File: config.mk
export PLATFORM = sky130hd
export DESIGN_NAME = load_store_unit
export DESIGN_NICKNAME = d
export VERILOG_FILES = /design/src/rtl/load_store_unit.sv
export SDC_FILE = /design/constraint.sdc
export NUM_CORES = 1
export LEC_CHECK = 0
export CORE_UTILIZATION = 38
export CTS_CLUSTER_DIAMETER = 40
export DETAILED_ROUTE_END_ITERATION = 8
export GPL_TIMING_DRIVEN = 1
export PLACE_DENSITY = 0.84
export RECOVER_POWER = 25
export SYNTH_ARGS = -nofsm -noshare
export SYNTH_HDL_FRONTEND = slang
export SYNTH_SLANG_ARGS = --single-unit
File: constraint.sdc
create_clock -name clk -period 1.6 [get_ports clk]
set_clock_uncertainty 0.2 [all_clocks]
set_input_delay 0.24 -clock clk [delete_from_list [all_inputs] [get_ports clk]]
set_output_delay 0.24 -clock clk [all_outputs]
set_load 0.02 [all_outputs]
File: src/rtl/load_store_unit.sv
// Load/store unit: core request -> word-aligned bus transaction with byte enables, load extension.
// Optional bus timeout abort enabled by defining LSU_TIMEOUT_EN.
module load_store_unit #(
  parameter int TIMEOUT = 255
) (
  input  logic        clk,
  input  logic        rst,
  input  logic        lsu_req,
  input  logic        lsu_we,
  input  logic [2:0]  lsu_funct3,
  input  logic [31:0] lsu_addr,
  input  logic [31:0] lsu_wdata,
  output logic [31:0] lsu_rdata,
  output logic        lsu_done,
  output logic        lsu_busy,
  output logic        lsu_exc,
  output logic        lsu_fault,
  output logic        mem_req,
  output logic        mem_we,
  output logic [31:0] mem_addr,
  output logic [3:0]  mem_be,
  output logic [31:0] mem_wdata,
  input  logic        mem_ack,
  input  logic [31:0] mem_rdata
);

  typedef enum logic [1:0] {IDLE, BUS, RESP, EXC} state_t;

  state_t      state, next_state;
  logic [2:0]  funct3_lat;
  logic [1:0]  addr_lo;
  logic        legal, aligned, abort;
  logic [3:0]  be_new;
  logic [31:0] wdata_new, load_data;
  logic [7:0]  load_byte;
  logic [15:0] load_half;

  if (TIMEOUT < 1 || TIMEOUT > 255) begin : g_bad_timeout
    $error("TIMEOUT must be within 1..255");
  end

  always_comb begin
    legal = 1'b0;
    case (lsu_funct3)
      3'b000, 3'b001, 3'b010: legal = 1'b1;
      3'b100, 3'b101:         legal = !lsu_we;
      default:                legal = 1'b0;
    endcase
    aligned = !((lsu_funct3[1:0] == 2'b01 && lsu_addr[0]) ||
                (lsu_funct3[1:0] == 2'b10 && lsu_addr[1:0] != 2'b00));
    case (lsu_funct3[1:0])
      2'b00: begin
        be_new    = 4'b0001 << lsu_addr[1:0];
        wdata_new = {4{lsu_wdata[7:0]}};
      end
      2'b01: begin
        be_new    = lsu_addr[1] ? 4'b1100 : 4'b0011;
        wdata_new = {2{lsu_wdata[15:0]}};
      end
      default: begin
        be_new    = 4'b1111;
        wdata_new = lsu_wdata;
      end
    endcase
  end

  // Lane select uses the offset latched at acceptance; word loads are always at offset 0.
  always_comb begin
    load_byte = mem_rdata[8*addr_lo +: 8];
    load_half = mem_rdata[16*addr_lo[1] +: 16];
    case (funct3_lat)
      3'b000:  load_data = {{24{load_byte[7]}}, load_byte};
      3'b001:  load_data = {{16{load_half[15]}}, load_half};
      3'b100:  load_data = {24'h0, load_byte};
      3'b101:  load_data = {16'h0, load_half};
      default: load_data = mem_rdata;
    endcase
  end

  always_comb begin
    next_state = state;
    case (state)
      IDLE: if (lsu_req) next_state = (legal && aligned) ? BUS : EXC;
      BUS:  if (mem_ack || abort) next_state = RESP;
      RESP: next_state = IDLE;
      EXC:  next_state = IDLE;
      default: next_state = IDLE;
    endcase
  end

  always_ff @(posedge clk or negedge rst) begin
    if (!rst) state <= IDLE;
    else      state <= next_state;
  end

  always_ff @(posedge clk or negedge rst) begin
    if (!rst) begin
      funct3_lat <= 3'b000;
      addr_lo    <= 2'b00;
      mem_req    <= 1'b0;
      mem_we     <= 1'b0;
      mem_addr   <= 32'h0;
      mem_be     <= 4'h0;
      mem_wdata  <= 32'h0;
      lsu_rdata  <= 32'h0;
      lsu_done   <= 1'b0;
      lsu_exc    <= 1'b0;
    end else begin
      lsu_done <= (next_state == RESP) || (next_state == EXC);
      lsu_exc  <= (next_state == EXC);
      if (state == IDLE && next_state == BUS) begin
        funct3_lat <= lsu_funct3;
        addr_lo    <= lsu_addr[1:0];
        mem_req    <= 1'b1;
        mem_we     <= lsu_we;
        mem_addr   <= {lsu_addr[31:2], 2'b00};
        mem_be     <= be_new;
        mem_wdata  <= wdata_new;
      end
      if (state == BUS && next_state == RESP) begin
        mem_req <= 1'b0;
        mem_we  <= 1'b0;
        // Ack takes priority over a simultaneous timeout.
        if (mem_ack && !mem_we) lsu_rdata <= load_data;
      end
    end
  end

`ifdef LSU_TIMEOUT_EN
  logic [7:0] wait_cnt;

  assign abort = (state == BUS) && !mem_ack && (wait_cnt == 8'(TIMEOUT - 1));

  always_ff @(posedge clk or negedge rst) begin
    if (!rst) begin
      wait_cnt  <= 8'h0;
      lsu_fault <= 1'b0;
    end else begin
      lsu_fault <= abort;
      if (state != BUS)  wait_cnt <= 8'h0;
      else if (!mem_ack) wait_cnt <= wait_cnt + 8'd1;
    end
  end
`else
  assign abort     = 1'b0;
  assign lsu_fault = 1'b0;
`endif

  // Combinational so the PC stalls in the request cycle itself; forced low during reset.
  assign lsu_busy = rst && ((state != IDLE) || lsu_req);

endmodule

**After elaboration in Yosys (flattened, before gate mapping)**

Cells that the tools add are included.
Widths: inputs -> output; s select.

- Output and inout port bits: 106
- Bits in latches: 0
- Bits in writable memories: 0
- ROM bits: 0
- Memories: 0
- Input port bits: 104
- Bits in registers: 109

- Reduce and logical (&&, ||, !) cells: 24
- Equality and inequality tests: 15
- Bitwise gates (word level): 0
- Mux-type cells: 13
- Shifts and indexed selects: 3
- $add $sub $neg: 0
- $mul: 0
- Order comparisons: 0
- Divide/modulo/power cells: 0

Operators by type and width:

| cell | count |
|---|---|
| $pmux 32 s4 | 1 |
| $pmux 32 s2 | 1 |
| $shiftx 32x6->16 | 1 |
| $shiftx 32x6->8 | 1 |
| $eq 3x3->1 const B | 4 |
| $eq 2x2->1 const B | 5 |
| $pmux 4 s2 | 1 |
| $logic_and 1x1->1 | 7 |
| $eq 2x1->1 const B | 3 |
| $eq 3x1->1 const B | 2 |
| $logic_not 3->1 | 2 |
| $mux 2 | 3 |
| $pmux 2 s3 | 1 |
| $reduce_bool 2->1 | 3 |
| $logic_not 2->1 | 2 |
| $mux 1 | 4 |
| $mux 4 | 1 |
| $reduce_or 2->1 | 2 |
| $shl 1x2->4 const A | 1 |
| $eq 3x2->1 const B | 1 |
| $logic_not 1->1 | 3 |
| $logic_or 1x1->1 | 3 |
| $reduce_or 3->1 | 1 |
| $pmux 1 s2 | 1 |
| $reduce_and 2->1 | 1 |

**Logic depth before layout (Yosys ltp)**

Gate-level depths: netlist of run 1.

- Depth after elaboration: 12
- Mapped depth: 6
- Depth with buffers taken out: 4

**Worst setup path before layout of run 1**

Ideal clock, no wire load.

- Kind: reg2reg
- Start point: reg addr_lo[1]
- End point: reg lsu_rdata[15]
- Slack: -144 ps
- Setup time: 138 ps
- Stages on the path, launching flop included: 4
- Arrival time: 1406 ps
- Clock period less this slack: 1744 ps
- Buffers on the path: 0
- Path through: dfrtp_1 mux4_2 a211oi_2 a21oi_1

- Longest elaborated chain between the ends: 2
- Elaborated cells between the ends (all ways): 3
- Classes of those cells: shift: 2; mux: 1

Ends and longest elaborated chain:

| item | RTL line | text |
|---|---|---|
| start: declaration | 31 | `logic [1:0] addr_lo;` |
| start signal: assignment | 113 | `addr_lo <= lsu_addr[1:0];` |
| $shiftx 32x6->16 / $shiftx 32x6->8 (equally long branches) | 70, 69 |  |
| $pmux 32 s4 * | 71 | `case (funct3_lat)` |
| end signal: assignment | 124 | `if (mem_ack && !mem_we) lsu_rdata <= load_data;` |
| end: declaration | 13 | `output logic [31:0] lsu_rdata,` |

Mark *: on every way between the ends. The rest lies on a longest branch, timed or not.
A chain may end at the register's enable or synchronous reset.

**Final worst setup path of run 1**

- Start point: reg addr_lo[1]
- End point: reg lsu_rdata[9]

Same word-level chain as after synthesis.

==> results of run 1 <==
## layout make-up
| cell class | instances | area, um^2 |
|---|---|---|
| multi-input cells | 310 | 2450 |
| well taps | 172 | 215 |
| fillers | 965 | 4020 |
| repair buffers | 284 | 2770 |
| inverters | 11 | 41.3 |
| flip-flops and latches | 109 | 2730 |
| clock inverters | 5 | 108 |
| clock buffers | 11 | 233 |
## placed cells by master (no fill, tap or decap), types with 4 or more instances in the layout
cell type,instances
buf_8,6
nand2_1,59
dfrtp_1,107
o21ai_1,16
clkdlybuf4s50_1,96
a211oi_2,5
clkbuf_16,14
nand2_4,5
a21oi_2,7
a21oi_1,29
o21ai_0,8
o31ai_1,4
nor2_1,14
mux2i_1,25
o21ai_2,14
o22ai_2,4
buf_4,53
inv_1,11
mux2_4,41
nand2_2,9
dlygate4sd2_1,103
nand3_1,32
buf_6,10
## metrics by stage
step                      setup slack, ns   util  instance area (um^2)  total power, uW  instances
after floorplan                   -0.0651      -                  5100             9010        463
final                              -0.209  0.680                  8550            15900        902
after detailed placement           -0.678  0.609                  7650            13000        865
after global routing               -0.253  0.680                  8550            16700        902
after CTS                          -0.202  0.649                  8160            15300        891
after global placement             -0.523  0.609                  7650            12700        865
## cells by family (layout without fill, tap and decap cells)
kind of cell / count (synthesis) / in the layout / synth area share
mux: 69 / 69 / 0.155
buf+inv: 45 / 311 / 0.0463
flops: 109 / 109 / 0.558
simple gates: 133 / 133 / 0.119
compound gates: 104 / 105 / 0.121
other cells: 1 / 3 / 0.000767
## what timing repair did
item / CTS / global route
gates cloned: 3 / 8
hold buffers: 1 / 0
gates resized for setup: 172 / 66
setup endpoints to repair: 206 / 108
pin swaps: 17 / 16
buffers inserted: 6 / 3
hold endpoints to repair: 109 / 0
## sequential cells by signal, summed over array words and instances (netlist names), 2 cells and up
register / flops
addr_lo: 2
mem_wdata: 32
funct3_lat: 3
mem_be: 4
state: 2
mem_addr: 30
lsu_rdata: 32
## worst register-to-register path, delay by kind of cell (launching register included)
| family | cells | cell delay, ns |
|---|---|---|
| compound gates | 2 | 0.32 |
| buf+inv | 1 | 0.18 |
| flops | 1 | 0.41 |
| mux | 1 | 0.58 |
## report_power, final
group	switching, uW	internal, uW	total (uW)	leakage (uW)
sequential	921	4110	5030	0.00134
clock	1040	1540	2580	0.000164
combinational	4430	3860	8290	0.00269
total	6390	9510	15900	0.00420
## routing by layer
layer | share of wire | vias up | global-route usage
met5 | 0 | - | 0
met1 | 0.38 | 2316 | 0.279
met2 | 0.50 | 257 | 0.420
li1 | - | 2135 | -
met3 | 0.074 | 52 | 0.0496
met4 | 0.043 | 0 | 0.148
## worst min-delay path by stage
stage                               end  slack, ns  depth (start not counted)
2_1_floorplan    addr_lo[0]$_DFFE_PN0P_      -0.26                          0
3_3_place_gp      mem_be[0]$_DFFE_PN0P_       0.20                          2
3_5_place_dp   mem_addr[29]$_DFFE_PN0P_       0.21                          2
4_1_cts        lsu_rdata[4]$_DFFE_PN0P_       0.28                          2
5_1_grt              mem_we$_DFFE_PN0P_       0.16                          4
6_report             mem_we$_DFFE_PN0P_       0.16                          4
==> results.json, run 1 <==
{
  "worst_skew_pair.late_latency_ns": 0.35,
  "synth_area_per_cell_um2": 10.6,
  "status": "finished with violations",
  "grt_pass1_vias": 4754,
  "synth_top_cell_area_share": 0.558,
  "dp.final_hpwl_mm": 11.4,
  "synthToLayoutAreaGrowth_pct": 74.9,
  "ant_nets": 0,
  "htree_levels": 3,
  "finalSetupViolCount": 91,
  "worst_slack_ns": -0.209,
  "vias_per_cell": 5.28,
  "report.final.slew_viol_count": 0,
  "grt_setup_unrepaired": "true",
  "cts-root-buf": "clkbuf_16",
  "cellPowerDensity_nw_per_um2": 1860,
  "relSlewSlack": 0.428,
  "synthTopCellsByCount": "dfrtp_1 (109), nand2_1 (73), mux2_1 (41), o21ai_0 (38), a21oi_1 (36)",
  "clkSinkCount": 109,
  "irDropWorstVdd_v": 0.000934,
  "reg2reg_setup_slack_ns": -0.21,
  "min_from": "lsu_we",
  "port_buffers": 206,
  "path_buf_inv": 1,
  "synth-main-ff-cell": "dfrtp_1",
  "dr.pass1.iters": 4,
  "vias": 4760,
  "cts_tree": "built",
  "clkTransAtPathRegs_ns": 0.07,
  "endpoint": "lsu_rdata[9]$_DFFE_PN0P_",
  "fmax_mhz": 553,
  "fin_setup_tns_ns": -11.16,
  "critPathSlowestCell": "mux4_2",
  "synthCells": 461,
  "routedWlPerCell_um": 19.3,
  "grt_pass1_wl_mm": 24.3,
  "crit_type": "register to register",
  "r2r_start": "addr_lo[1]$_DFFE_PN0P_",
  "r2r.worst_path.cells": 4,
  "cp-startpoint": "addr_lo[1]$_DFFE_PN0P_",
  "path_cells": "mux4_2 > a211oi_4 > buf_6 > a21oi_1",
  "grt_usage": 0.244,
  "gp_congestion": 0.897,
  "drive_gt1_frac": 0.279,
  "core-area_um2": 12600,
  "io_pins": 210,
  "worst_ep_arrival_time_ns": 1.84,
  "num_rows": 41,
  "r2r-end": "lsu_rdata[9]$_DFFE_PN0P_",
  "min_period_ns": 1.81,
  "numCtsBuffers": 9,
  "synthMostInstantiatedCell": "dfrtp_1",
  "crit_family": "multiplexers",
  "grt_max_degree": 110,
  "leakagePower_uw": 0.00420,
  "drc": 0,
  "ys_top_cells_by_area": "dfrtp_1 (56%), mux2_1 (9.4%), nand2_1 (5.6%)",
  "routed_wl_mm": 17.4,
  "crit_fanout": 8,
  "grt.overflow.total": 0,
  "die_area_um2": 13300,
  "hold_class": "input pin to register",
  "cp_slowest_stage_delay_ns": 0.58,
  "finalHoldViolations": 0,
  "async_reset_ff_frac": 1.00,
  "synth_warnings": 0,
  "drt_iter0_drc": 279,
  "tightest_slew_ns": 0.858,
  "violations": "negative setup slack",
  "yosys_register_bits": 109,
  "start_util": 0.389,
  "synth_top_cell_by_area": "dfrtp_1",
  "post-route-period-util": 1.13,
  "ys_types": 36,
  "die_w_um": 115,
  "ys_seq_area_frac": 0.558,
  "final.hold.worst_slack_ns": 0.159,
  "antenna_found_initial": 0,
  "drv_cap": 0,
  "nNetsFinal": 829,
  "syn_area_um2": 4890,
  "die_height_um": 115,
  "end_kind": "register",
  "diodes": 0,
  "crit_required_ns": 1.63,
  "worstSetupStartpointType": "register",
  "cts.path.max_buffers": 2,
  "cp_num_cells": 4,
  "synth_edf_count": 0
}
Note: power is estimated with default switching activity, not from simulation.
==> run 2: changes to the inputs <==
--- a/config.mk
+++ b/config.mk
@@ -11,6 +11,7 @@
 export GPL_TIMING_DRIVEN = 1
 export PLACE_DENSITY = 0.84
 export RECOVER_POWER = 25
+export SLEW_MARGIN = 15
 export SYNTH_ARGS = -nofsm -noshare
 export SYNTH_HDL_FRONTEND = slang
 export SYNTH_SLANG_ARGS = --single-unit
==> results of run 2 <==
Same layout as run 1: the final DEF is identical, and so are final timing and power.
